--- config.mk ---
export PLATFORM = sky130hd
export DESIGN_NAME = csa
export DESIGN_NICKNAME = d
export VERILOG_FILES = /design/src/rtl/csa_pkg.sv /design/src/rtl/full_adder.sv /design/src/rtl/csa.sv
export SDC_FILE = /design/constraint.sdc
export NUM_CORES = 1
export LEC_CHECK = 0
export ABC_AREA = 1
export CAP_MARGIN = 20
export CORE_AREA = 10 10 47 49
export CTS_CLUSTER_SIZE = 20
export DETAILED_ROUTE_END_ITERATION = 6
export DIE_AREA = 0 0 57 59
export GPL_TIMING_DRIVEN = 0
export PLACE_DENSITY = 0.65
export SKIP_CTS_REPAIR_TIMING = 1
export SLEW_MARGIN = 20
export SYNTH_ARGS = -nofsm -noshare
export SYNTH_HDL_FRONTEND = slang
export SYNTH_SLANG_ARGS = --single-unit
--- constraint.sdc ---
create_clock -name clk -period 0.8 [get_ports clk]
set_input_delay 0.16 -clock clk [delete_from_list [all_inputs] [get_ports clk]]
set_output_delay 0.16 -clock clk [all_outputs]
set_load 0.02 [all_outputs]
--- src/rtl/csa_pkg.sv ---
// Shared constants for the registered 3-operand carry-save adder.
// WIDTH default, derived result width and a width helper.
package csa_pkg;

    localparam int WIDTH_DEF = 4;
    localparam int SUM_W     = WIDTH_DEF + 1;

    // Result width for a given operand width.
    function automatic int sum_w(input int w);
        return w + 1;
    endfunction

endpackage

--- src/rtl/full_adder.sv ---
// Single-bit full adder used by the CSA row and the final adder.
// Ports: a_i, b_i, cin_i -> sum_o, cout_o (majority).
module full_adder (
    input  logic a_i,
    input  logic b_i,
    input  logic cin_i,
    output logic sum_o,
    output logic cout_o
);

    assign sum_o  = a_i ^ b_i ^ cin_i;
    assign cout_o = (a_i & b_i) | (a_i & cin_i) | (b_i & cin_i);

endmodule

--- src/rtl/csa.sv ---
// Registered 3-operand carry-save adder with carry-increment final adder.
// Ports: a, b, c (WIDTH) -> s (WIDTH+1, registered), clk, rst (async high).
module csa
    import csa_pkg::*;
#(
    parameter int WIDTH = WIDTH_DEF
) (
    input  logic [WIDTH-1:0] a,
    input  logic [WIDTH-1:0] b,
    input  logic [WIDTH-1:0] c,
    output logic [WIDTH:0]   s,
    input  logic             clk,
    input  logic             rst
);

    localparam int SW = sum_w(WIDTH);
    localparam int LO = SW / 2;
    localparam int HI = SW - LO;

    logic [WIDTH-1:0] ps;
    logic [SW-1:0]    pc;
    logic [SW-1:0]    x;
    logic [SW-1:0]    sum_d;
    logic [SW-1:0]    s_q;

    // CSA row: one full adder per bit, carries shifted up one place.
    assign pc[0] = 1'b0;

    for (genvar i = 0; i < WIDTH; i++) begin : g_row
        full_adder u_fa (
            .a_i   (a[i]),
            .b_i   (b[i]),
            .cin_i (c[i]),
            .sum_o (ps[i]),
            .cout_o(pc[i+1])
        );
    end

    assign x = {1'b0, ps};

    // Low half: plain ripple-carry.
    logic [LO:0] lc;
    assign lc[0] = 1'b0;

    for (genvar k = 0; k < LO; k++) begin : g_lo
        full_adder u_fa (
            .a_i   (x[k]),
            .b_i   (pc[k]),
            .cin_i (lc[k]),
            .sum_o (sum_d[k]),
            .cout_o(lc[k+1])
        );
    end

    // Upper half: ripple with carry-in 0, in parallel with the low half.
    // The top bit's carry-out falls outside the result, so only its sum
    // bit is formed.
    logic [HI-1:0] u0;
    logic [HI-1:0] uc;
    logic [HI-1:0] t;
    logic [HI-1:0] uinc;

    assign uc[0] = 1'b0;

    for (genvar j = 0; j < HI; j++) begin : g_hi
        if (j < HI - 1) begin : g_fa
            full_adder u_fa (
                .a_i   (x[LO+j]),
                .b_i   (pc[LO+j]),
                .cin_i (uc[j]),
                .sum_o (u0[j]),
                .cout_o(uc[j+1])
            );
        end else begin : g_top
            assign u0[j] = x[LO+j] ^ pc[LO+j] ^ uc[j];
        end
    end

    // Incrementer on the upper partial sum: toggle bits up to the first 0.
    assign t[0] = 1'b1;

    for (genvar j = 0; j < HI - 1; j++) begin : g_inc
        assign t[j+1] = t[j] & u0[j];
    end

    assign uinc = u0 ^ t;

    // Low-half carry-out picks the incremented or plain upper half.
    assign sum_d[SW-1:LO] = lc[LO] ? uinc : u0;

    always_ff @(posedge clk or posedge rst) begin
        if (rst) begin
            s_q <= '0;
        end else begin
            s_q <= sum_d;
        end
    end

    assign s = s_q;

endmodule

==> results of run 1 <==
## kinds of logic after synthesis
group | Yosys count | share of synthesized area, %
buffers and inverters | 14 | 14.3
AND/OR/NAND/NOR | 9 | 10.5
adder cells (fa/ha/maj) | 8 | 37.4
flip-flops | 5 | 34.0
AO/OA/AOI/OAI | 1 | 1.36
XOR/XNOR | 1 | 2.38
## cells in the final DEF, fill, tap and decap left out, drive strengths merged
master,n
dlymetal6s2s,5
xor2,1
clkbuf,9
inv,14
nand2,7
fa,5
clkdlybuf4s50,1
buf,7
nand3,2
dfrtp,5
ha,3
o21ai,1
## per-stage QoR
| step | cells | cell area [µm²] |
|---|---|---|
| after floorplan | 38 | 380 |
| after global placement | 72 | 581 |
| after detailed placement | 72 | 581 |
| after CTS | 76 | 607 |
| after global routing | 76 | 656 |
| final | 76 | 656 |
## per-layer routing
| layer | global-route usage [%] | wire length, µm | vias up |
|---|---|---|---|
| li1 | - | - | 150 |
| met3 | 3.00 | 77 | 2 |
| met1 | 4.62 | 310 | 141 |
| met4 | 3.02 | 8 | 0 |
| met5 | 0 | 0 | - |
| met2 | 8.68 | 429 | 13 |
## Yosys cell counts
cell type,instances
nand2_1,6
fa_1,5
dfrtp_1,5
inv_1,13
nand3_1,2
nand2_2,1
clkinv_1,1
xor2_1,1
ha_1,3
o21ai_0,1
## area by class of cell
type	count	share of cell area (%)
multi-input combinational	19	37.8
clock buffer	4	4.01
sequential	5	19.1
inverter	14	9.16
tap	16	3.05
timing repair buffer	18	26.9
## path summary, 6_finish.rpt
path,cells past startpoint,end,start
max in group asynchronous,2,s[0]$_DFF_PP0_,rst
hold / removal,2,s[2]$_DFF_PP0_,rst
setup / recovery,9,s[4]$_DFF_PP0_,a[2]
min in group clk,4,s[0]$_DFF_PP0_,c[0]
## critical path, stage by stage
cell and delay, ns:
buf_6 0.09, fa_1 0.51, ha_4 0.18, fa_1 0.53
ha_4 0.19, nand2_4 0.06, inv_2 0.04, nand3_2 0.04
nand2_1 0.06
## where the power goes
part / switching (mW) / internal (mW) / total, mW
clock: 0.0900 / 0.188 / 0.278
combinational: 0.307 / 0.335 / 0.642
sequential: 0.0299 / 0.324 / 0.354
total: 0.427 / 0.847 / 1.27
==> results.md, run 1 <==
* Fillers at ~150
* Setup crit start kind: primary input
* Crit path max fanout at 2
* Max reg flops at 5
* Hold Path Class: primary input to async pin
* Setup tns final at -2.72 ns
* Max Cap Violations at 0
* CP Class: primary input to flop
* Grt total ovfl at 0
* Final setup viols at 9
* Core Region at 1400 µm²
* Yosys reg bits at 5
* Die width at around 57 µm
* Initial antenna violation count at 0
* CTS root buffer: clkbuf_4
* Leak Pwr at 0.377 nW
* Library cells used by synthesis at 10
* Row count at 14
* Period minus WS final at 1.74 ns
* Pin count of the biggest net entering global routing at 6
* Slew Limit Fails at 0
* Syn avg cell area at 9.68 µm²
* Layout cell share with drive strength beyond 1 at 46.7%
* CTS buffer count at 3
* F_max at approximately 570 MHz
* Clock-pin slew on the worst setup and hold paths at ~0.04 ns
* I/O Buffers at 18
* Multi-input logic area at 248 µm²
* Reg area at 125 µm²
* Initial Util at approximately a quarter
* First-pass GRT wire length at 1.37 mm
* Initial DRC count at 3
* Pre-CTS setup slack at -1.54 ns
* Crit share post-route at 218%
* Mapped Nets at 60
* Post-synthesis sequential area ratio at 34.0%
* CTS tree: done
* Share of the synthesized area in the top cell type at around 34%
* Total wire length at 825 µm
* DRC violations left at 0
* Pwr dens at 1940 nW/µm²
* Final Power at 1.27 mW
* Die extent in y at between 50 and 60 µm
* H-tree levels at 1
* Setup repair after global routing missed its margin: true
* Mapped Cells at 38
* P&R area growth vs syn at 78.2%
* Die Area at 3360 µm²
* Final WS setup at -0.942 ns
* Final antenna-violating net count at 0
* Routability Congestion at 0.646
* Worst slew pin tran at 0.183 ns
* Rel. slew slack at between 80% and 90%
* Leading area contributor after synthesis: dfrtp_1
* DRT Pass-1 Iters at 4
* Critical path capture point type: flop
* ANT cells at 0
* IO Pins at 19
* Detailed-placement wirelength estimate at around 720 µm
* Failing checks: setup timing
* Synth area leaders: dfrtp_1 34%, fa_1 27%, inv_1 13%, ha_1 10%, nand2_1 6.1%
* # nets final at between 80 and 90
* Hold_ws at 0.133 ns
* Vias per cell at a little over 4
* Crit path required time at approximately 0.92 ns
* CTS Buffer Depth at 2
* Clock sinks at 5
* Syn. warnings at 0
* Core Util, Final at 46.8%
* Final hold viol count at 0
* VDD IR-drop max at 0.688 mV
* Vias post-DR at 306
* Status: finished, violations left
* Avg WL per Cell at 10.9 µm
* Vias in the first global route at between 300 and 400
* Gr usage total at 5.10%
* Mapped cell area at 368 µm²
* Worst endpoint data arrival time at 1.86 ns
(Power assumes the default switching activity.)
==> run 2: changes to the inputs <==
clock period = 2.02 ns   (was 0.8 ns; I/O delays follow)
==> run 2 against run 1 <==
Compared with the run above:
- final cell count unchanged
- sequential power down 62%
- largest cell class unchanged
- hold slack better by 0.23 ns
- combinational power down 61%
- setup slack better by 0.94 ns
- first-iteration DRC count down 67%
- clock power down 60%
- non-clock buffer count unchanged
- clock-buffer cell count unchanged
- die area unchanged
- core utilization down 0.71 points
- highest routed layer unchanged
- the run now ends clean
==> results.md, run 2 (synthesized netlist as in run 1, its figures left out) <==
* Status: finished, final reports clean
* CTS Buffer Depth at 2
* P&R area growth vs syn at 75.5%
* First-pass GRT wire length at approximately 1.3 mm
* Core Region at 1400 µm²
* Vias in the first global route at 325
* H-tree levels at 1
* Pin count of the biggest net entering global routing at 6
* Fillers at approximately 150
* Worst slew pin tran at around 0.23 ns
* Worst endpoint data arrival time at about 2.1 ns
* Vias per cell at 4.01
* Final antenna-violating net count at 0
* Slew Limit Fails at 0
* Crit share post-route at between 90 and 100%
* Routability Congestion at 0.634
* Setup repair after global routing missed its margin: true
* Leak Pwr at 0.373 nW
* Clock sinks at 5
* Rel. slew slack at ~84%
* Crit path required time at 2.13 ns
* Final hold viol count at 0
* Crit-path cells: buf_6, fa_1, ha_4, fa_1, ha_4, nand2_2, o21ai_1
* Leading cell types in the layout, fill and taps excluded: 10 x inv_1, 9 x clkdlybuf4s50_1, 6 x dlymetal6s2s_1
* Area after DPL at 573 µm²
* Detailed-placement wirelength estimate at 672 µm
* DRT Pass-1 Iters at 2
* Max reg flops at 5
* CTS buffer count at 3
* WP buf/inv at 1
* I/O Buffers at 18
* Worst path top cell family by delay: adder cells
* Commonest non-fill, non-tap cell in the layout: inv_1
* Max Cap Violations at 0
* # nets final at 83
* Reg area at 125 µm²
* DRC violations left at 0
* VDD IR-drop max at 0.261 mV
* Die width at 57 µm
* Layout cell share with drive strength beyond 1 at 28.3%
* Initial antenna violation count at 0
* Multi-input logic area at about 240 µm²
* Critical-path top delay cell: fa_1
* IO Pins at 19
* Total wire length at 820 µm
* Avg WL per Cell at 10.8 µm
* Die extent in y at 59 µm
* CTS tree: done
* ANT cells at 0
* Vias post-DR at roughly 300
* Gr usage total at 5.20%
* Initial Util at a little over a quarter
* Crit path max fanout at 2
* Pwr dens at 775 nW/µm²
* Row count at 14
* Grt total ovfl at 0
* Period minus WS final at 2.02 ns
* Hold Path Class: primary input to async pin
* Finished Cell Area at 646 µm²
* CP peak stage delay at a little over 0.6 ns
* Die Area at 3360 µm²
* Hold_ws at 0.364 ns
* CTS root buffer: clkbuf_4
* Setup crit start kind: primary input
* Critical path capture point type: flop
* F_max at 496 MHz
* Initial DRC count at 1
* Clock-pin slew on the worst setup and hold paths at 0.04 ns
* CP Class: primary input to flop
* Final setup viols at 0
* Core Util, Final at around 46%
* Stages on the worst setup path at 7
## run 2: cell count changes in the layout (fill, tap and decap cells not counted), sizes merged
cell | previous run | this run
clkdlybuf4s50 | 1 | 9
buf | 7 | 1
clkbuf | 9 | 6
dlymetal6s2s | 5 | 6
## run 2: through the flow
step / setup slack, ns / TNS, ns / std cells / power (mW)
3_5_place_dp: -0.559 / -1.11 / 72 / 0.352
3_3_place_gp: -0.534 / -1.05 / 72 / 0.345
6_report: 0.00294 / 0 / 76 / 0.500
4_1_cts: -0.308 / -0.607 / 76 / 0.470
2_1_floorplan: -0.0304 / -0.0538 / 38 / 0.250
5_1_grt: -0.0414 / -0.0652 / 76 / 0.548
## run 2: power by group
group | leakage (nW) | switching (mW) | internal, mW
combinational | 0.300 | 0.123 | 0.130
clock | 0.0150 | 0.0373 | 0.0744
sequential | 0.0583 | 0.00742 | 0.128
## run 2: layout make-up
type	count	area share [%]
clock buffer	4	4.07
inverter	14	8.14
multi-input combinational	19	36.4
sequential	5	19.4
tap	16	3.10
timing repair buffer	18	28.9
## run 2: worst max-delay path by stage
stage,from,to,slack [ns]
after floorplan,a[2],s[4]$_DFF_PP0_,-0.03
after global placement,c[3],s[3]$_DFF_PP0_,-0.53
after detailed placement,c[3],s[3]$_DFF_PP0_,-0.56
after CTS,c[3],s[3]$_DFF_PP0_,-0.31
after global routing,c[2],s[4]$_DFF_PP0_,-0.04
final,c[2],s[3]$_DFF_PP0_,0.003
## run 2: routing by layer
metal | vias up | part of all wire [%] | GRT usage, %
met5 | - | 0 | 0
met3 | 2 | 13 | 4.29
met2 | 13 | 54 | 7.44
met1 | 141 | 31 | 4.41
met4 | 0 | 1.1 | 5.03
li1 | 149 | - | -
==> run 3: changes to the inputs <==
PLACE_DENSITY = 0.68   (was 0.65)
clock period = 1.8 ns   (was 2.02 ns; I/O delays follow)
==> run 3 against run 2 <==
Compared with the run above:
- the flow now finishes with violations (setup timing)
- cell area stayed put
- clock power is 11% higher
- flip-flop and latch count stayed put
- non-clock buffer count stayed put
- global-route usage is 0.18 points lower
- die area stayed put
- highest routed layer is now met3
- routed wire length is 7.9% lower
- clock-buffer cell count stayed put
- via count is 0.33% higher
==> results.md, run 3 (synthesized netlist as in run 1, its figures left out) <==
* Status: finished, violations left
* Failing checks: setup timing
* Period minus WS final at roughly 1.9 ns
* M1 WL at 250 µm
* Hold_ws at 0.323 ns
* Area after DPL at 573 µm²
* Hold Path Class: primary input to async pin
* Crit path required time at 1.92 ns
* DRC violations left at 0
* Routability Congestion at 0.685
* CP peak stage delay at 0.59 ns
* Clock-pin slew on the worst setup and hold paths at 0.04 ns
* F_max at 516 MHz
* Vias in the first global route at 345
* Worst slew pin tran at 0.220 ns
* Worst endpoint data arrival time at 2.06 ns
* Setup crit start kind: primary input
* Routed wl met2 at 402 µm
* VDD IR-drop max at between 0.3 and 0.4 mV
* Core Region at 1400 µm²
* Vias per cell at 4.03
* Commonest non-fill, non-tap cell in the layout: inv_1
* CTS root buffer: clkbuf_4
* WP buf/inv at 1
* I/O Buffers at 18
* Worst path top cell family by delay: adder cells
* CTS buffer count at 3
* Die extent in y at roughly 60 µm
* Slew Limit Fails at 0
* Placed cells at between 70 and 80
* Final antenna-violating net count at 0
* IO Pins at 19
* Rel. slew slack at 85.3%
* Die Area at between 3000 and 4000 µm²
* Gr usage total at 5.02%
* Critical-path top delay cell: fa_2
* Top Layer Used: met3
* Core Util, Final at a little under half
* CTS tree: done
* Post-Layout Cell Count at 76
* CTS Buffer Depth at 2
* Most used cell, CP: ha_4
* Avg WL per Cell at 9.93 µm
* Die width at 57 µm
* Leading cell types in the layout, fill and taps excluded: 10 x inv_1, 9 x clkdlybuf4s50_1, 6 x nand2_1, 6 x dlymetal6s2s_1, 5 x dfrtp_1
* Final hold viol count at 0
* Detailed-placement wirelength estimate at 665 µm
* Initial antenna violation count at 0
* P&R area growth vs syn at 75.5%
* Final setup viols at 2
* Initial Util at 26.3%
* CP Class: primary input to flop
* Met3 WL at 103 µm
* Max Cap Violations at 0
* DRT Pass-1 Iters at 2
* Clock sinks at 5
* Initial DRC count at 1
* Critical path capture point type: flop
* Grt total ovfl at 0
* Pwr dens at between 800 and 900 nW/µm²
* Finished Cell Area at roughly 650 µm²
* ANT cells at 0
* Crit share post-route at 108%
* Final WS setup at -0.140 ns
* Leak Pwr at 0.372 nW
* Vias post-DR at 306
* Pin count of the biggest net entering global routing at 6
* Layout cell share with drive strength beyond 1 at 28.3%
* # nets final at 83
* Setup repair after global routing missed its margin: true
* Total wire length at 755 µm
* First-pass GRT wire length at between 1 and 1.5 mm
* Row count at 14
* Max reg flops at 5
* H-tree levels at 1
* Crit-path cells: buf_6, fa_1, ha_4, fa_2, ha_4, nand2_4, nand3_2, nand2_1
* Crit path max fanout at 2
==> run 3: metrics by stage <==
step / worst slack [ns] / power (mW) / TNS, ns
finish: -0.140 / 0.545 / -0.272
global route: -0.205 / 0.599 / -0.370
CTS: -0.481 / 0.522 / -0.953
detailed placement: -0.718 / 0.393 / -1.54
global placement: -0.709 / 0.388 / -1.50
floorplan: -0.206 / 0.281 / -0.406
==> run 3: report_power, final <==
group / switching, mW / internal, mW / leakage (nW) / total, mW
Sequential: 0.00702 / 0.143 / 0.0583 / 0.151
Clock: 0.0401 / 0.0834 / 0.0150 / 0.124
Combinational: 0.130 / 0.141 / 0.299 / 0.271
==> run 3: routing by layer <==
layer,vias up,global-route usage [%]
met3,0,4.08
met1,143,4.51
li1,150,-
met4,0,2.01
met2,13,8.22
met5,-,0
==> run 3: worst paths after layout <==
| path | from | to | cells past startpoint |
|---|---|---|---|
| worst min-delay path | rst | s[0]$_DFF_PP0_ | 2 |
| worst max-delay path | c[2] | s[4]$_DFF_PP0_ | 8 |
| max in group asynchronous | rst | s[2]$_DFF_PP0_ | 2 |
| min in group clk | b[1] | s[1]$_DFF_PP0_ | 3 |
==> run 3: layout make-up <==
| type | instances | area (µm²) |
|---|---|---|
| sequential | 5 | 125 |
| multi-input combinational | 19 | 235 |
| fill | 136 | 756 |
| inverter | 14 | 52.6 |
| tap | 16 | 20.0 |
| timing repair buffer | 18 | 186 |
| clock buffer | 4 | 26.3 |
